==> config.mk <==
export PLATFORM = sky130hd
export DESIGN_NAME = lfsr_sample_fifo_flat
export DESIGN_NICKNAME = d
export VERILOG_FILES = /design/src/rtl/lfsr_sample_fifo_if.sv /design/src/rtl/lfsr_sample_fifo.sv /design/src/flat_wrapper.sv
export SDC_FILE = /design/constraint.sdc
export NUM_CORES = 1
export LEC_CHECK = 0
export ABC_CLOCK_PERIOD_IN_PS = 3800
export CAP_MARGIN = 20
export CELL_PAD_IN_SITES_DETAIL_PLACEMENT = 0
export CELL_PAD_IN_SITES_GLOBAL_PLACEMENT = 1
export CORE_MARGIN = 1.5
export CORE_UTILIZATION = 48
export CTS_BUF_LIST = sky130_fd_sc_hd__clkbuf_8 sky130_fd_sc_hd__clkbuf_16
export DETAILED_ROUTE_END_ITERATION = 8
export HOLD_SLACK_MARGIN = 0.08
export PLACE_DENSITY_LB_ADDON = 0.1
export SYNTH_ARGS = -nofsm -noshare
export SYNTH_HDL_FRONTEND = slang
export SYNTH_SLANG_ARGS = --single-unit
==> constraint.sdc <==
create_clock -name clk_i -period 3.8 [get_ports clk_i]
set_input_delay 0.76 -clock clk_i [delete_from_list [all_inputs] [get_ports clk_i]]
set_output_delay 0.76 -clock clk_i [all_outputs]
set_load 0.02 [all_outputs]
==> src/rtl/lfsr_sample_fifo_if.sv <==
// Byte stream carrying serialized LFSR samples to the output pins or host.
// The producer drives byte/valid and the consumer drives ready.
interface lfsr_sample_fifo_if;
  logic [7:0] byte_o;
  logic       valid_o;
  logic       ready_i;

  modport master (output byte_o, output valid_o, input ready_i);
  modport slave  (input byte_o, input valid_o, output ready_i);
endinterface

==> src/rtl/lfsr_sample_fifo.sv <==
// Decimated sampler of the LFSR state with a DEPTH-word FIFO.
// Each word is serialized LSB byte first onto an 8-bit valid/ready stream.
module lfsr_sample_fifo #(
  parameter  int DEPTH = 4,
  localparam int LW    = $clog2(DEPTH)
) (
  input  logic                 clk_i,
  input  logic                 reset_i,
  input  logic                 enable_i,
  input  logic                 clear_i,
  input  logic [7:0]           decim_i,
  input  logic [31:0]          lfsr_state_i,
  lfsr_sample_fifo_if.master   out_if,
  output logic [LW:0]          level_o,
  output logic [7:0]           overflow_cnt_o
);

  localparam logic [LW:0] FULL_LEVEL = (LW+1)'(DEPTH);

  logic [31:0]   mem [DEPTH];
  logic [LW-1:0] wr_ptr;
  logic [LW-1:0] rd_ptr;
  logic [LW:0]   level;
  logic [1:0]    idx;
  logic [7:0]    cnt;
  logic [7:0]    ovf;

  logic        valid;
  logic        advance;
  logic        pop;
  logic        strobe;
  logic        wr;
  logic        drop;
  logic [31:0] head;
  logic [7:0]  byte_sel;

  // clear_i suppresses strobe, pop and byte advance in its cycle
  assign valid   = (level != '0);
  assign advance = valid && out_if.ready_i && !clear_i;
  assign pop     = advance && (idx == 2'd3);
  assign strobe  = enable_i && !clear_i && (cnt >= decim_i);
  assign wr      = strobe && ((level != FULL_LEVEL) || pop);
  assign drop    = strobe && !wr;
  assign head    = mem[rd_ptr];

  always_comb begin
    byte_sel = '0;
    unique case (idx)
      2'd0: byte_sel = head[7:0];
      2'd1: byte_sel = head[15:8];
      2'd2: byte_sel = head[23:16];
      2'd3: byte_sel = head[31:24];
    endcase
  end

  assign out_if.valid_o = valid;
  assign out_if.byte_o  = valid ? byte_sel : '0;
  assign level_o        = level;
  assign overflow_cnt_o = ovf;

  always_ff @(posedge clk_i) begin
    if (wr) mem[wr_ptr] <= lfsr_state_i;
  end

  always_ff @(posedge clk_i or negedge reset_i) begin
    if (!reset_i) begin
      cnt    <= '0;
      wr_ptr <= '0;
      rd_ptr <= '0;
      level  <= '0;
      idx    <= '0;
      ovf    <= '0;
    end else if (clear_i) begin
      cnt    <= '0;
      wr_ptr <= '0;
      rd_ptr <= '0;
      level  <= '0;
      idx    <= '0;
      ovf    <= '0;
    end else begin
      if (!enable_i || strobe) cnt <= '0;
      else                     cnt <= cnt + 8'd1;
      if (wr)      wr_ptr <= wr_ptr + 1'b1;
      if (pop)     rd_ptr <= rd_ptr + 1'b1;
      if (wr && !pop)      level <= level + 1'b1;
      else if (!wr && pop) level <= level - 1'b1;
      // 2-bit index wraps 3 -> 0 on the popping byte
      if (advance) idx <= idx + 2'd1;
      if (drop && (ovf != 8'hFF)) ovf <= ovf + 8'd1;
    end
  end

endmodule

==> src/flat_wrapper.sv <==
// flat-port wrapper written by rule: the top's interface ports become plain ports
module lfsr_sample_fifo_flat 
#(
  parameter  int DEPTH = 4,
  localparam int LW    = $clog2(DEPTH)
)
  (clk_i, reset_i, enable_i, clear_i, decim_i, lfsr_state_i, level_o, overflow_cnt_o, out_if_byte_o, out_if_valid_o, out_if_ready_i);
  lfsr_sample_fifo_if out_if_i ();
  input  logic clk_i;
  input  logic reset_i;
  input  logic enable_i;
  input  logic clear_i;
  input  logic [7:0] decim_i;
  input  logic [31:0] lfsr_state_i;
  output logic [LW:0] level_o;
  output logic [7:0] overflow_cnt_o;
  output wire logic [$bits(out_if_i.byte_o)-1:0] out_if_byte_o;
  output wire logic [$bits(out_if_i.valid_o)-1:0] out_if_valid_o;
  input wire logic [$bits(out_if_i.ready_i)-1:0] out_if_ready_i;
  assign out_if_byte_o = out_if_i.byte_o;
  assign out_if_valid_o = out_if_i.valid_o;
  assign out_if_i.ready_i = out_if_ready_i;
  lfsr_sample_fifo #(.DEPTH(DEPTH)) u_core (.clk_i(clk_i), .reset_i(reset_i), .enable_i(enable_i), .clear_i(clear_i), .decim_i(decim_i), .lfsr_state_i(lfsr_state_i), .out_if(out_if_i), .level_o(level_o), .overflow_cnt_o(overflow_cnt_o));
endmodule
==> reports/summary.md <==
• **Clk pwr share** 48.3%
• **routed wirelength normalized by instance count** 19.2 um
• **standard-cell rows** 42
• **depth of the worst register-to-register path** 11
• **Cell Chain, Critical Path** buf_12, mux4_2, a22oi_1, a21oi_1, a21oi_1, nor2_1, clkdlybuf4s50_1
• **largest net degree at the start of global routing** 35
• **maximum cell stage delay along the critical path** 560 ps
• **synth unique cells** 39
• **Data arrival, critical path** 2880 ps
• **Setup violations, final** 0
• **Internal** 0.00299 W
• **CP Capture Type** output port
• **vias after detailed routing** 3,431
• **timing endpoint of the critical path** out_if_byte_o[3]
• **total of buffers placed on input and output ports** 64
• **net count after synthesis** 445
• **switching share of total power** 19.1%
• **first-pass GRT wire length** 20,000 um
• **cell area power density** 467 nW/um2
• **actual transition at the worst max-transition pin** 934 ps
• **vertical die dimension** 119 um
• **hold buffers post-CTS** 0
• **Mean Syn Cell Area** 16.9 um2
• **insertion delay to the later sink of the worst-skew pair** 420 ps
• **required arrival time at the worst endpoint** 3040 ps
• **Period minus WS final** 3640 ps
• **summed instance area of the synthesized netlist** 6430 um2
• **number of antenna violations at the first check in global routing** 0
• **Buffers & Inverters on Critical Path** 2
• **run status** finished clean
• **Switch Pwr** 0.000705 W
• **Boundary Pins** 65
• **simple-gate share of the synthesized area** 6.26%
• **startpoint of the worst-slack reg-to-reg timing path** u_core.cnt[0]$_DFF_PN0_
• **LEAKAGE** 2.72 nW
• **fraction of synthesized area in multiplexers** 12.2%
• **total DRC errors in the routed layout** 0
• **adder and majority cell fraction of the synthesized area** 3.81%
• **family of cells with the greatest summed delay on the critical path** buffers and inverters
• **clock tree buffer depth** 2
• **setup repair after global routing missed its margin** false
• **highest clock frequency the design can meet** 274 MHz
• **count of state elements after synthesis** 153
• **number of inserted filler cells in the final layout** 1,015
• **cell type of the slowest stage on the worst timing path** sky130_fd_sc_hd__clkdlybuf4s50_1
• **DRC marker count from the first detailed-route iteration** 208
• **setup slack, reg-to-reg** 790 ps
• **clock tree from TritonCTS** done
• **setup skew after layout** 7.91 ps
• **largest family of logic cells by synthesized area** multiplexers
• **share of the synthesized netlist area taken by xor and xnor gates** 2.18%
• **Setup Fix Bufs, Post-CTS** 0
• **worst voltage drop across the vdd grid** 0.000303 V
• **Diodes inserted** 0
• **Initial Utilization** 49.0%
• **via-per-instance ratio** 5.34
• **remaining antenna violation count** 0
• **# nets final** 518
• **Chip Width** 119 um
• **Final GP Congestion** 0.758
• **H-tree depth** 4
• **Slew Viols, Final** 0
• **end-of-flow core utilization** 60.3%
• **most prevalent standard cell on the critical path** sky130_fd_sc_hd__a21oi_1
• **share of the synthesized area in compound gates (AO/OA/AOI/OAI)** 3.81%
• **Final Routed Wirelength** 12,400 um
• **clock tree root driver cell** sky130_fd_sc_hd__clkbuf_16
• **startpoint-to-endpoint class of the critical path** flop to output port
• **Sinks on Clock Net** 153
• **number of optimization iterations in the first detailed-route pass** 5
• **Inserted Clock Buffers** 17
• **Layout area overhead** 23.1%
• **Crit Reg-Reg Endpoint** u_core.level_o[2]$_DFFE_PN0P_
• **ratio of cells with drive above 1 in the final layout** 18.4%
• **total core area** 13,100 um2
• **Gate Count Post-Synth** 381
• **WP depth** 7
• **DP HPWL** 7780 um
• **portion of total power attributed to combinational logic** 2.4%
• **worst hold path class** flop to flop
• **Die ar.** 14,100 um2
• **number of hold violations in the final report** 0
• **Total Power** 0.00369 W
• **clock slew seen by the registers of the worst setup and hold paths** 60 ps
• **max_slew headroom** 37.7%
• **sequential element share of the synthesized area** 69.5%
• **TNS Setup** 0 ps
• **final standard cell count with taps included and fillers excluded** 643
• **origin of the worst setup path** u_core.rd_ptr[0]$_DFFE_PN0P_
• **crit start category** flop
• **maximum fanout along the worst path** 34
• **aggregate global routing overflow** 0
• **number of warnings issued by yosys** 0
• **combined global-route utilization of all metal layers** 19.5%
• **Flop pwr share** 49.3%
• **vias in the first global route** 3,610
• **fin crit share** 95.9%
• **maximum capacitance violations** 0
• **placed cell count** 611
• **worst hold-check slack** 556 ps
cell usage in the layout (no fill, tap or decap), types with 2 or more instances in the layout:
cell type / instances
sky130_fd_sc_hd__o21a_1: 2
sky130_fd_sc_hd__dfrtp_1: 24
sky130_fd_sc_hd__nand2_1: 13
sky130_fd_sc_hd__nor2_1: 34
sky130_fd_sc_hd__o21ai_0: 2
sky130_fd_sc_hd__nand3_1: 12
sky130_fd_sc_hd__inv_1: 16
sky130_fd_sc_hd__clkinv_4: 3
sky130_fd_sc_hd__or3_1: 3
sky130_fd_sc_hd__a22oi_1: 7
sky130_fd_sc_hd__buf_4: 6
sky130_fd_sc_hd__mux2_2: 3
sky130_fd_sc_hd__bufinv_16: 4
sky130_fd_sc_hd__and2_2: 4
sky130_fd_sc_hd__a21oi_1: 21
sky130_fd_sc_hd__edfxtp_1: 128
sky130_fd_sc_hd__clkbuf_16: 17
sky130_fd_sc_hd__clkinv_2: 2
sky130_fd_sc_hd__clkinvlp_4: 3
sky130_fd_sc_hd__mux4_2: 32
sky130_fd_sc_hd__xnor2_1: 5
sky130_fd_sc_hd__nand4_1: 2
sky130_fd_sc_hd__xor2_1: 11
sky130_fd_sc_hd__and3_1: 8
sky130_fd_sc_hd__clkdlybuf4s50_1: 64
sky130_fd_sc_hd__inv_6: 2
sky130_fd_sc_hd__mux2i_1: 3
sky130_fd_sc_hd__ha_1: 18
through the flow:
step                      setup WS [ps]  area [um2]
after floorplan                     667        6430
after global placement              151        7280
after detailed placement            115        7280
after CTS                           113        7910
after global routing               3.64        7920
final                               157        7920
state kept, by name (all words and copies together), names as in the netlist:
signal and count:
u_core.mem 128, u_core.rd_ptr 2, u_core.idx 2, u_core.level_o 3, u_core.cnt 8, u_core.wr_ptr 2, u_core.overflow_cnt_o 8
what timing repair did:
action | 4_1_cts | 5_1_grt
endpoints found under the hold margin | 0 | 0
gates resized for setup | 0 | 1
endpoints found under the setup margin | 0 | 1
cell families after synthesis:
group | count (synthesis)
adder cells (fa/ha/maj) | 19
multiplexers | 38
flip-flops | 153
AND/OR/NAND/NOR | 83
AO/OA/AOI/OAI | 38
buffers and inverters | 34
XOR/XNOR | 16
layout make-up:
class | count | area (um2) | area share, %
Timing Repair Buffer | 71 | 706 | 8.91
Sequential cell | 153 | 4470 | 56.5
Tap cell | 176 | 220 | 2.78
Multi-Input combinational cell | 194 | 1820 | 23.0
Inverter | 17 | 63.8 | 0.806
Clock inverter | 14 | 196 | 2.48
Clock buffer | 18 | 439 | 5.55
cell usage after synthesis:
library cell	number	area [um2]
sky130_fd_sc_hd__nor3_4	1	16.3
sky130_fd_sc_hd__buf_4	1	7.51
sky130_fd_sc_hd__nand3b_1	1	7.51
sky130_fd_sc_hd__dfrtp_1	25	626
sky130_fd_sc_hd__inv_2	1	3.75
sky130_fd_sc_hd__buf_1	2	7.51
sky130_fd_sc_hd__and3_1	8	50.1
sky130_fd_sc_hd__a21oi_4	1	16.3
sky130_fd_sc_hd__a2111oi_0	1	8.76
sky130_fd_sc_hd__a21boi_0	1	7.51
sky130_fd_sc_hd__o21a_1	2	15.0
sky130_fd_sc_hd__and2_2	4	30.0
sky130_fd_sc_hd__xor2_1	11	96.3
sky130_fd_sc_hd__nand3_1	12	60.1
sky130_fd_sc_hd__edfxtp_1	128	3840
sky130_fd_sc_hd__ha_1	18	225
sky130_fd_sc_hd__buf_6	1	11.3
sky130_fd_sc_hd__a311oi_2	1	15.0
sky130_fd_sc_hd__mux2i_1	3	30.0
sky130_fd_sc_hd__nand2b_1	1	6.26
sky130_fd_sc_hd__nor2_1	34	128
sky130_fd_sc_hd__or2_2	1	6.26
sky130_fd_sc_hd__nand2_1	13	48.8
sky130_fd_sc_hd__mux4_2	32	721
sky130_fd_sc_hd__o31ai_1	1	7.51
sky130_fd_sc_hd__nor2b_1	1	6.26
sky130_fd_sc_hd__and2_0	1	6.26
sky130_fd_sc_hd__o21ai_0	2	10.0
sky130_fd_sc_hd__fa_1	1	20.0
sky130_fd_sc_hd__nand4_1	2	12.5
sky130_fd_sc_hd__clkbuf_1	9	33.8
sky130_fd_sc_hd__a22oi_1	8	60.1
sky130_fd_sc_hd__xnor2_1	5	43.8
sky130_fd_sc_hd__a21oi_1	21	105
sky130_fd_sc_hd__inv_1	16	60.1
sky130_fd_sc_hd__or3_1	3	18.8
sky130_fd_sc_hd__buf_2	4	20.0
sky130_fd_sc_hd__nand2_2	1	6.26
sky130_fd_sc_hd__mux2_2	3	33.8
per-layer routing:
metal	track usage [%]	share of wire, %	up-vias
met5	0	0	-
met4	5.65	0.52	0
met2	29.9	49	86
met3	5.36	4.7	5
li1	-	-	1606
met1	27.6	46	1734
how the worst min path moves through the flow:
stage,from,endpoint,slack (ps),depth (start not counted)
after floorplan,reset_i,u_core.cnt[0]$_DFF_PN0_,460,0
after global placement,u_core.cnt[7]$_DFF_PN0_,u_core.cnt[7]$_DFF_PN0_,540,2
after detailed placement,u_core.cnt[0]$_DFF_PN0_,u_core.cnt[0]$_DFF_PN0_,550,1
after CTS,u_core.cnt[0]$_DFF_PN0_,u_core.cnt[0]$_DFF_PN0_,560,1
after global routing,u_core.overflow_cnt_o[6]$_DFFE_PN0P_,u_core.overflow_cnt_o[6]$_DFFE_PN0P_,580,2
final,u_core.cnt[0]$_DFF_PN0_,u_core.cnt[0]$_DFF_PN0_,560,1
power groups by stage:
stage | logic [W] | registers [W] | clock network [W]
3_3_place_gp | 0.0000876 | 0.00186 | 0
6_report | 0.0000896 | 0.00182 | 0.00178
4_1_cts | 0.0000917 | 0.00182 | 0.00181
5_1_grt | 0.000100 | 0.00182 | 0.00189
2_1_floorplan | 0.0000175 | 0.00186 | 0
3_5_place_dp | 0.0000912 | 0.00186 | 0
Note: power is estimated with default switching activity, not from simulation.
